**config.mk**
```make
export PLATFORM = sky130hd
export DESIGN_NAME = serial_subtract_ctrl
export DESIGN_NICKNAME = d
export VERILOG_FILES = /design/src/rtl/serial_subtract_ctrl.sv
export SDC_FILE = /design/constraint.sdc
export NUM_CORES = 1
export LEC_CHECK = 0
export CAP_MARGIN = 20
export CORE_MARGIN = 2
export CORE_UTILIZATION = 50
export CTS_CLUSTER_SIZE = 8
export DETAILED_ROUTE_END_ITERATION = 10
export PLACE_DENSITY = 0.77
export SETUP_SLACK_MARGIN = 0.4
export SYNTH_ARGS = -nofsm -noshare
export SYNTH_HDL_FRONTEND = slang
export SYNTH_SLANG_ARGS = --single-unit
```
**constraint.sdc**
```tcl
create_clock -name clk -period 1.8 [get_ports clk]
set_input_delay 0.18 -clock clk [delete_from_list [all_inputs] [get_ports clk]]
set_output_delay 0.18 -clock clk [all_outputs]
set_load 0.1 [all_outputs]
```
**src/rtl/serial_subtract_ctrl.sv**
```systemverilog
// Bit-serial subtractor controller: one 1-bit subtract cell (two cascaded half
// subtractors + registered borrow) time-multiplexed over a WIDTH-bit operand pair.
module serial_subtract_ctrl #(
    parameter int unsigned WIDTH = 8
) (
    input  logic             clk,
    input  logic             reset,
    input  logic             in_valid_i,
    output logic             in_ready_o,
    input  logic [WIDTH-1:0] a_i,
    input  logic [WIDTH-1:0] b_i,
    output logic             out_valid_o,
    input  logic             out_ready_i,
    output logic [WIDTH-1:0] diff_o,
    output logic             borrow_o,
    output logic             busy_o
);

    localparam int unsigned CNT_W = $clog2(WIDTH + 1);
    localparam logic [CNT_W-1:0] LAST_BIT = CNT_W'(WIDTH - 1);

    typedef enum logic [1:0] {
        IDLE = 2'd0,
        RUN  = 2'd1,
        DONE = 2'd2
    } state_e;

    state_e           state_q, state_d;
    logic [CNT_W-1:0] cnt_q, cnt_d;
    logic             br_q, br_d;
    logic [WIDTH-1:0] a_q, a_d;
    logic [WIDTH-1:0] b_q, b_d;
    logic [WIDTH-1:0] res_q, res_d;
    logic [WIDTH-1:0] diff_q, diff_d;
    logic             borrow_q, borrow_d;

    logic             hs1_d_c, hs1_b_c;
    logic             hs2_d_c, hs2_b_c;
    logic             br_next_c;

    // Subtract cell: operands are shifted right, so the current bit is always at [0]
    always_comb begin
        hs1_d_c   = a_q[0] ^ b_q[0];
        hs1_b_c   = ~a_q[0] & b_q[0];
        hs2_d_c   = hs1_d_c ^ br_q;
        hs2_b_c   = ~hs1_d_c & br_q;
        br_next_c = hs1_b_c | hs2_b_c;
    end

    // Next-state and datapath control
    always_comb begin
        state_d  = state_q;
        cnt_d    = cnt_q;
        br_d     = br_q;
        a_d      = a_q;
        b_d      = b_q;
        res_d    = res_q;
        diff_d   = diff_q;
        borrow_d = borrow_q;

        case (state_q)
            IDLE: begin
                if (in_valid_i) begin
                    a_d     = a_i;
                    b_d     = b_i;
                    br_d    = 1'b0;
                    cnt_d   = '0;
                    state_d = RUN;
                end
            end
            RUN: begin
                a_d   = a_q >> 1;
                b_d   = b_q >> 1;
                br_d  = br_next_c;
                res_d = WIDTH'({hs2_d_c, res_q} >> 1);
                cnt_d = cnt_q + CNT_W'(1);
                if (cnt_q == LAST_BIT) begin
                    diff_d   = res_d;
                    borrow_d = br_next_c;
                    state_d  = DONE;
                end
            end
            DONE: begin
                if (out_ready_i) begin
                    state_d = IDLE;
                end
            end
            default: begin
                state_d = IDLE;
            end
        endcase
    end

    always_ff @(posedge clk) begin
        if (reset) begin
            state_q  <= IDLE;
            cnt_q    <= '0;
            br_q     <= 1'b0;
            a_q      <= '0;
            b_q      <= '0;
            res_q    <= '0;
            diff_q   <= '0;
            borrow_q <= 1'b0;
        end else begin
            state_q  <= state_d;
            cnt_q    <= cnt_d;
            br_q     <= br_d;
            a_q      <= a_d;
            b_q      <= b_d;
            res_q    <= res_d;
            diff_q   <= diff_d;
            borrow_q <= borrow_d;
        end
    end

    // Handshake flags decode directly from the state register
    assign in_ready_o  = (state_q == IDLE);
    assign out_valid_o = (state_q == DONE);
    assign busy_o      = (state_q != IDLE);
    assign diff_o      = diff_q;
    assign borrow_o    = borrow_q;

endmodule

```
* After elaboration in Yosys (flattened, before gate mapping)
Index checks and enable logic that the tools add are counted.
** Word-level totals
- Register bits after elaboration :: 40
- Bits of input ports :: 20
- Output and inout bits :: 12
- Word-level logic and storage cells :: 40
** Operators by class
- $add $sub $neg :: 1
- Eq/ne operators :: 6
- Mux-type cells :: 12
- Bitwise gates (word level) :: 7
- Reduce and logical (&&, ||, !) cells :: 6
** Operators by type and width (count)
- $pmux 8 s2 :: 2
- $mux 8 :: 2
- $pmux 4 s2 :: 1
- $mux 2 :: 3
- $pmux 2 s3 :: 1
- $add 4x1->4 const B :: 1
- $eq 4x3->1 const B :: 1
- $mux 4 :: 1
- $ne 2x2->1 const B :: 2
- $reduce_and 2->1 :: 2
- $reduce_bool 2->1 :: 2
- $reduce_and 3->1 :: 1
- $and 1x1->1 :: 2
- $eq 2x1->1 const B :: 1
- $eq 2x2->1 const B :: 1
- $logic_not 2->1 :: 1
- $ne 2x1->1 const B :: 1
- $not 1->1 :: 2
- $pmux 1 s2 :: 1
- $xor 1x1->1 :: 2
- $mux 1 :: 1
- $or 1x1->1 :: 1

* Longest topological paths before layout
Gate-level depths: netlist (run 1).
- Depth in word-level cells :: 5
- Depth in mapped cells :: 5
- Depth with buffers taken out :: 4

* Least setup slack after synthesis (run 1)
No wires, ideal clock.
- Kind :: register -> output
- Start :: reg state_q[0]
- End :: out busy_o
- Arrival time :: 2.920 ns
- Data required time :: 1.620 ns
- Slack :: -1.300 ns
- Cell stages (with the launch flop) :: 5
- Path buffers :: 2
- Path through :: dfxtp_1 -> buf_4 -> buf_4 -> nor2_1 -> inv_1
** Between the ends
- Word-level cells in the longest chain between the ends :: 1
** Ends and longest elaborated chain
- start, declared :: line 28 : state_e state_q, state_d;
- start signal, assigned :: line 105 : state_q <= state_d;
- $reduce_bool 2->1 :: line 119 : assign busy_o = (state_q != IDLE);
- end, declared :: line 16 : output logic busy_o
Every way passes these cells.

* Worst setup path after layout (run 1)
Ends and elaborated chain as after synthesis.

==> out/metrics.cfg, run 1 <==
[sta]
final.setup.tns_ps=0
worstMarginPinSlew_ps=454
rsz0062_at_grt=true
fmax_mhz=708
fin_ws_ps=387
drv_slew=0
skew_ps=10.6
hold_viol_final=0
fin_crit_sh_pct=78.5
setup-violations-final=0
relSlewSlack_pct=69.7
period_minus_slack_ps=1410

[clocking]
htree_levels=2
clock_path_buffers=2
clock_sinks=39
insertion_delay_ps=340
cts_made_buffers=5
holdBufCountCts=0
cts_tree=done
clk_pin_slew_ps=110
root_buffer=clkbuf_4

[die]
die_area_sq_um=3810
start_util_pct=53.6
die_h_um=61.7
ios=32
rows=20
dieWidth_um=61.7
core_area_sq_um=3100

[global_route]
antenna_found_initial=0
grt_start_max_net_pins=40
use_met1_pct=28.3
grt_pass1_wl_um=6240
grt_overflow_total=0
grt.total_usage_pct=22.3
met3_usage_pct=6.42
grt_pass1_vias=1420
busiest_layer=met2
grt_use_met2_pct=36.5

[min_path]
worstHoldPathCells=4
hp-class=in2reg
worstHoldStart=out_ready_i
holdPathEnd=state_q[1]

[cells_and_area]
antenna_cells=0
layout.nets=252
postLayoutCoreUtil_pct=71.3
n_fill_cell=260
area_growth_pct=32.9
design_area_sq_um=2210
drive_gt1_share_pct=21.2

[logic_synthesis]
ys_types=31
synth-async-reset-ratio_pct=0
yosysTopAreaCell=dfxtp_1
syn-num-nets=215
ys_top_cells_by_count=dfxtp_1 (39), nor2_1 (30), nand2_1 (19)
synthCells=193
yosys_most_used_dff=dfxtp_1
synth.most_common_cell=dfxtp_1
syn_avg_cell_area_sq_um=8.62
synth.area.top_cells=dfxtp_1 (47%), nor2_1 (6.8%), a211oi_1 (6.3%)
synth_edf_count=0
yosys_register_bits=39
seq_area_frac_synth_pct=46.9
synth_warnings=0
syn-cell-area_sq_um=1660
synth_top_cell_area_share_pct=46.9

[routing]
drtAntennaViolNets=0
first_pass_iters=4
drt_iter0_markers=93
wl_um=3840
vias=1527
route.detailed.drc=0
vias_per_cell=5.55
routedWlPerCell_um=14.0

[critical_path]
crit_required_ps=1620
start_kind=flip-flop
crit_path_end_kind=output pin
r2r_setup_slack_ps=460
r2r_start=cnt_q[3]
crit_fanout=4
crit_type=reg2out
r2r-end=state_q[1]
rr_worst_depth=4
worst_ep_arrival_time_ps=1230

[placement]
dp_slack_ps=270
place_area_sq_um=2010
io_buffers=31
hpwl_um=2520
gp_congestion=0.818

[power_and_ir_drop]
power_w=0.00171
p_leak_nw=0.802
vdd_ir_drop_max_mv=0.378
powerDensity_nw_per_um2=772

[run_status]
status=finished clean

[flow_run]
drv_cap=0

==> layout by cell type, fill, tap and decap left out, types with 2 or more instances in the layout <==
cell             Yosys  final
o31ai_1              8      8
buf_6                1      2
nand3_1             10     10
buf_12               0      5
buf_4                3     18
clkbuf_4             0      5
nor2_1              30     29
o2bb2ai_1           10      9
clkdlybuf4s50_1      0     19
o22ai_1              4      4
dfxtp_1             39     35
clkinvlp_4           0      2
dfxtp_2              0      3
a32oi_1              2      2
clkbuf_8             0      2
a21oi_1             17     17
nand2_1             19     18
a211oi_1            14     14
inv_1                6      4
a22oi_1              2      2
==> area by class of cell <==
cell class | instances | area, sq um | area share (%)
Sequential cell | 39 | 788 | 35.7
Timing Repair inverter | 1 | 7.51 | 0.340
Multi-Input combinational cell | 132 | 812 | 36.7
Tap cell | 44 | 55.1 | 2.49
Clock buffer | 8 | 68.8 | 3.11
Inverter | 6 | 26.3 | 1.19
Timing Repair Buffer | 45 | 453 | 20.5
==> cell families after synthesis <==
logic type / after synthesis / synth area share [%]
adders and majority gates: 2 / 1.95
and+or+nand+nor: 65 / 16.5
buffers and inverters: 22 / 6.39
AOI/OAI and AO/OA: 64 / 27.6
DFF: 39 / 46.9
muxes: 1 / 0.602
==> routing by layer <==
layer	routed length [um]	vias up
met2	1840	48
met4	28	0
li1	-	767
met3	213	4
met1	1750	708
met5	0	-
==> stage by stage <==
step                      hold WS (ps)  std cells
after floorplan                    352        193
after detailed placement           464        258
after CTS                          455        267
after global routing               473        275
final                              472        275
after global placement             443        258
==> worst max-delay path by stage <==
stage / startpoint / end / slack [ps] / cells after the start
floorplan: state_q[0] / busy_o / -50 / 4
global placement: in_valid_i / b_q[3] / 370 / 5
detailed placement: in_valid_i / b_q[5] / 270 / 4
CTS: state_q[0] / busy_o / 330 / 4
global route: state_q[0] / busy_o / 330 / 4
finish: state_q[0] / busy_o / 390 / 4
==> timing repair <==
action / in CTS / in global routing
setup buffers: 1 / 6
setup endpoints to repair: 6 / 27
pin swaps: 0 / 2
cloned: 0 / 2
resized for setup: 5 / 10
==> where the power goes <==
group          internal (W)  switching, W  leakage (nW)
sequential         0.000901     0.0000247         0.321
combinational      0.000132      0.000144         0.443
clock              0.000230      0.000276        0.0386
==> flip-flops by register name, indices dropped and copies added, names as in the netlist <==
name      flops
a_q           8
b_q           8
diff_o        8
res_q         7
cnt_q         4
state_q       2
borrow_o      1
br_q          1
==> worst max-delay path, stage by stage (launching register included) <==
cell	delay, ps
dfxtp_4	380
buf_6	120
nor2_4	170
inv_2	60
buf_12	160
Note: power is estimated with default switching activity, not from simulation.
==> run 2, diff against run 1 <==
Settings changed: CORE_UTILIZATION 50 to 46, PLACE_DENSITY 0.77 to 0.75.
Clock period 1.8 ns to 1.15 ns, I/O delays scaled along.
==> out/metrics.cfg, run 2 (same netlist as run 1, synthesis figures left out) <==
[run_status]
status=complete, but fails checks
violations=negative setup slack

[clocking]
cts_made_buffers=5  ; unchanged
clock_path_buffers=2  ; unchanged
insertion_delay_ps=350  ; about the same
htree_levels=2  ; unchanged
clk_pin_slew_ps=120  ; about the same
cts_tree=done
root_buffer=clkbuf_4
clock_sinks=39  ; unchanged

[cells_and_area]
antenna_cells=0  ; unchanged
layout.nets=286  ; +13%
final_cell_mix=buf_4 (25), dfxtp_1 (24), nor2_1 (22)
design_area_sq_um=3110  ; +41%
area_growth_pct=86.9
final_common_cell=buf_4
drive_gt1_share_pct=57.7  ; +37 points

[die]
ios=32  ; unchanged
start_util_pct=48.7  ; -4.9 points
die_area_sq_um=4110  ; +8.1%
dieWidth_um=64.1  ; +4.0%
core_area_sq_um=3420  ; +10%
die_h_um=64.1  ; +4.0%
rows=21  ; +5.0%

[critical_path]
r2r-end=cnt_q[3]
crit_path_end_kind=flip-flop
cp_slowest_stage_delay_ps=390  ; about the same
start_kind=flip-flop
crit_family=buffers and inverters
cp_num_buf_inv=3  ; unchanged
worstPathCellList=buf_4 -> buf_8 -> o21bai_4 -> buf_12 -> nand2_1 -> a31oi_1
r2r_setup_slack_ps=-280  ; -740 ps
crit_fanout=9  ; +5
crit_type=reg2reg
rr_worst_depth=6  ; +2
r2r_start=state_q[0]
slowest_stage=dfxtp_4
worst_ep_arrival_time_ps=1680  ; +450 ps
crit_required_ps=1400  ; -220 ps

[placement]
gp_congestion=0.770  ; -5.8%
place_area_sq_um=2340  ; +16%
hpwl_um=2790  ; +10%
io_buffers=31  ; unchanged

[sta]
fmax_mhz=698
worstMarginPinSlew_ps=426  ; -27.6 ps
period_minus_slack_ps=1430
final.setup.tns_ps=-6310  ; -6310 ps
fin_crit_sh_pct=125
rsz0062_at_grt=true
fin_ws_ps=-282  ; -670 ps
hold_viol_final=0  ; unchanged
skew_ps=16.7  ; +6.17 ps
setup-violations-final=42  ; +42
drv_slew=0  ; unchanged
relSlewSlack_pct=71.5  ; +1.8 points

[global_route]
grt_pass1_wl_um=7310  ; +17%
grt_pass1_vias=1602  ; +13%
antenna_found_initial=0  ; unchanged
grt_overflow_total=0  ; unchanged
grt.total_usage_pct=23.0  ; +0.69 points
grt_start_max_net_pins=40  ; unchanged

[routing]
routedWlPerCell_um=21.8  ; +56%
vias=1875  ; +23%
route.detailed.drc=0  ; unchanged
vias_per_cell=6.03  ; +8.6%
wl_um=6770  ; +76%
drt_iter0_markers=120  ; +29%
first_pass_iters=4  ; unchanged
drtAntennaViolNets=0  ; unchanged

[power_and_ir_drop]
vdd_ir_drop_max_mv=0.681  ; +80%
powerDensity_nw_per_um2=924  ; +20%
p_leak_nw=1.14  ; +42%

[flow_run]
drv_cap=0  ; unchanged

[min_path]
holdPathEnd=state_q[1]
worstHoldStart=out_ready_i
hp-class=in2reg
worstHoldPathCells=4  ; unchanged

[run 2: changes by cell type in the layout (fill, tap and decap cells not counted), moves of 7 or more]
cell     delta
a21oi_1    -13
a21oi_2    +13
buf_12     +14
buf_4       +7
buf_6       +8
dfxtp_1    -11
dfxtp_2     +8
nand3_1     -7
nor2_1      -7
o31ai_1     -8
[run 2: repair_timing]
item,CTS,global route
gates cloned,2,3
hold buffers,0,0
setup endpoints to repair,51,51
endpoints found under the hold margin,0,0
pin swaps,9,33
gates resized for setup,28,67
buffers inserted,13,13
[run 2: power breakdown]
group	switching, W	internal (W)	leakage, nW
Combinational	0.000352	0.000350	0.784
Clock	0.000474	0.000236	0.0282
Sequential	0.0000556	0.00140	0.327
Total	0.000882	0.00199	1.14
[run 2: worst max-delay path by stage]
stage | from | endpoint | slack [ps] | cells after the start
2_1_floorplan | state_q[0] | busy_o | -630 | 4
3_3_place_gp | in_valid_i | a_q[1] | -180 | 4
3_5_place_dp | in_valid_i | a_q[6] | -250 | 4
4_1_cts | state_q[0] | busy_o | -190 | 4
5_1_grt | state_q[0] | cnt_q[3] | -290 | 6
6_report | state_q[0] | cnt_q[3] | -280 | 6
[run 2: layer usage]
| metal | global-route usage [%] | wire length (um) |
|---|---|---|
| met5 | 0 | 0 |
| met4 | 7.71 | 266 |
| met3 | 5.81 | 377 |
| met2 | 40.0 | 3510 |
| met1 | 27.4 | 2610 |
[run 2: tightest hold or removal path: cells and delay by family]
family,cells,cell delay (ps)
and+or+nand+nor,1,90
AOI/OAI and AO/OA,1,70
buffers and inverters,2,450
[run 2: stage by stage]
| stage | setup slack, ps | total power (W) | cells | util (%) | hold WS (ps) |
|---|---|---|---|---|---|
| after floorplan | -630 | 0.00175 | 193 | - | 287 |
| after global placement | -180 | 0.00191 | 272 | 68.5 | 455 |
| after detailed placement | -246 | 0.00192 | 272 | 68.5 | 464 |
| after CTS | -191 | 0.00265 | 295 | 77.4 | 386 |
| after global routing | -288 | 0.00296 | 311 | 91.1 | 417 |
| final | -282 | 0.00287 | 311 | 91.1 | 405 |
[run 2: area by class of cell]
class                      count  area (sq um)
multi-input combinational    133          1170
timing repair buffer          78           978
sequential                    39           810
fill                         126           305
tap                           46          57.6
clock buffer                   6          41.3
inverter                       6          33.8
clock inverter                 2          12.5
timing repair inverter         1          7.51
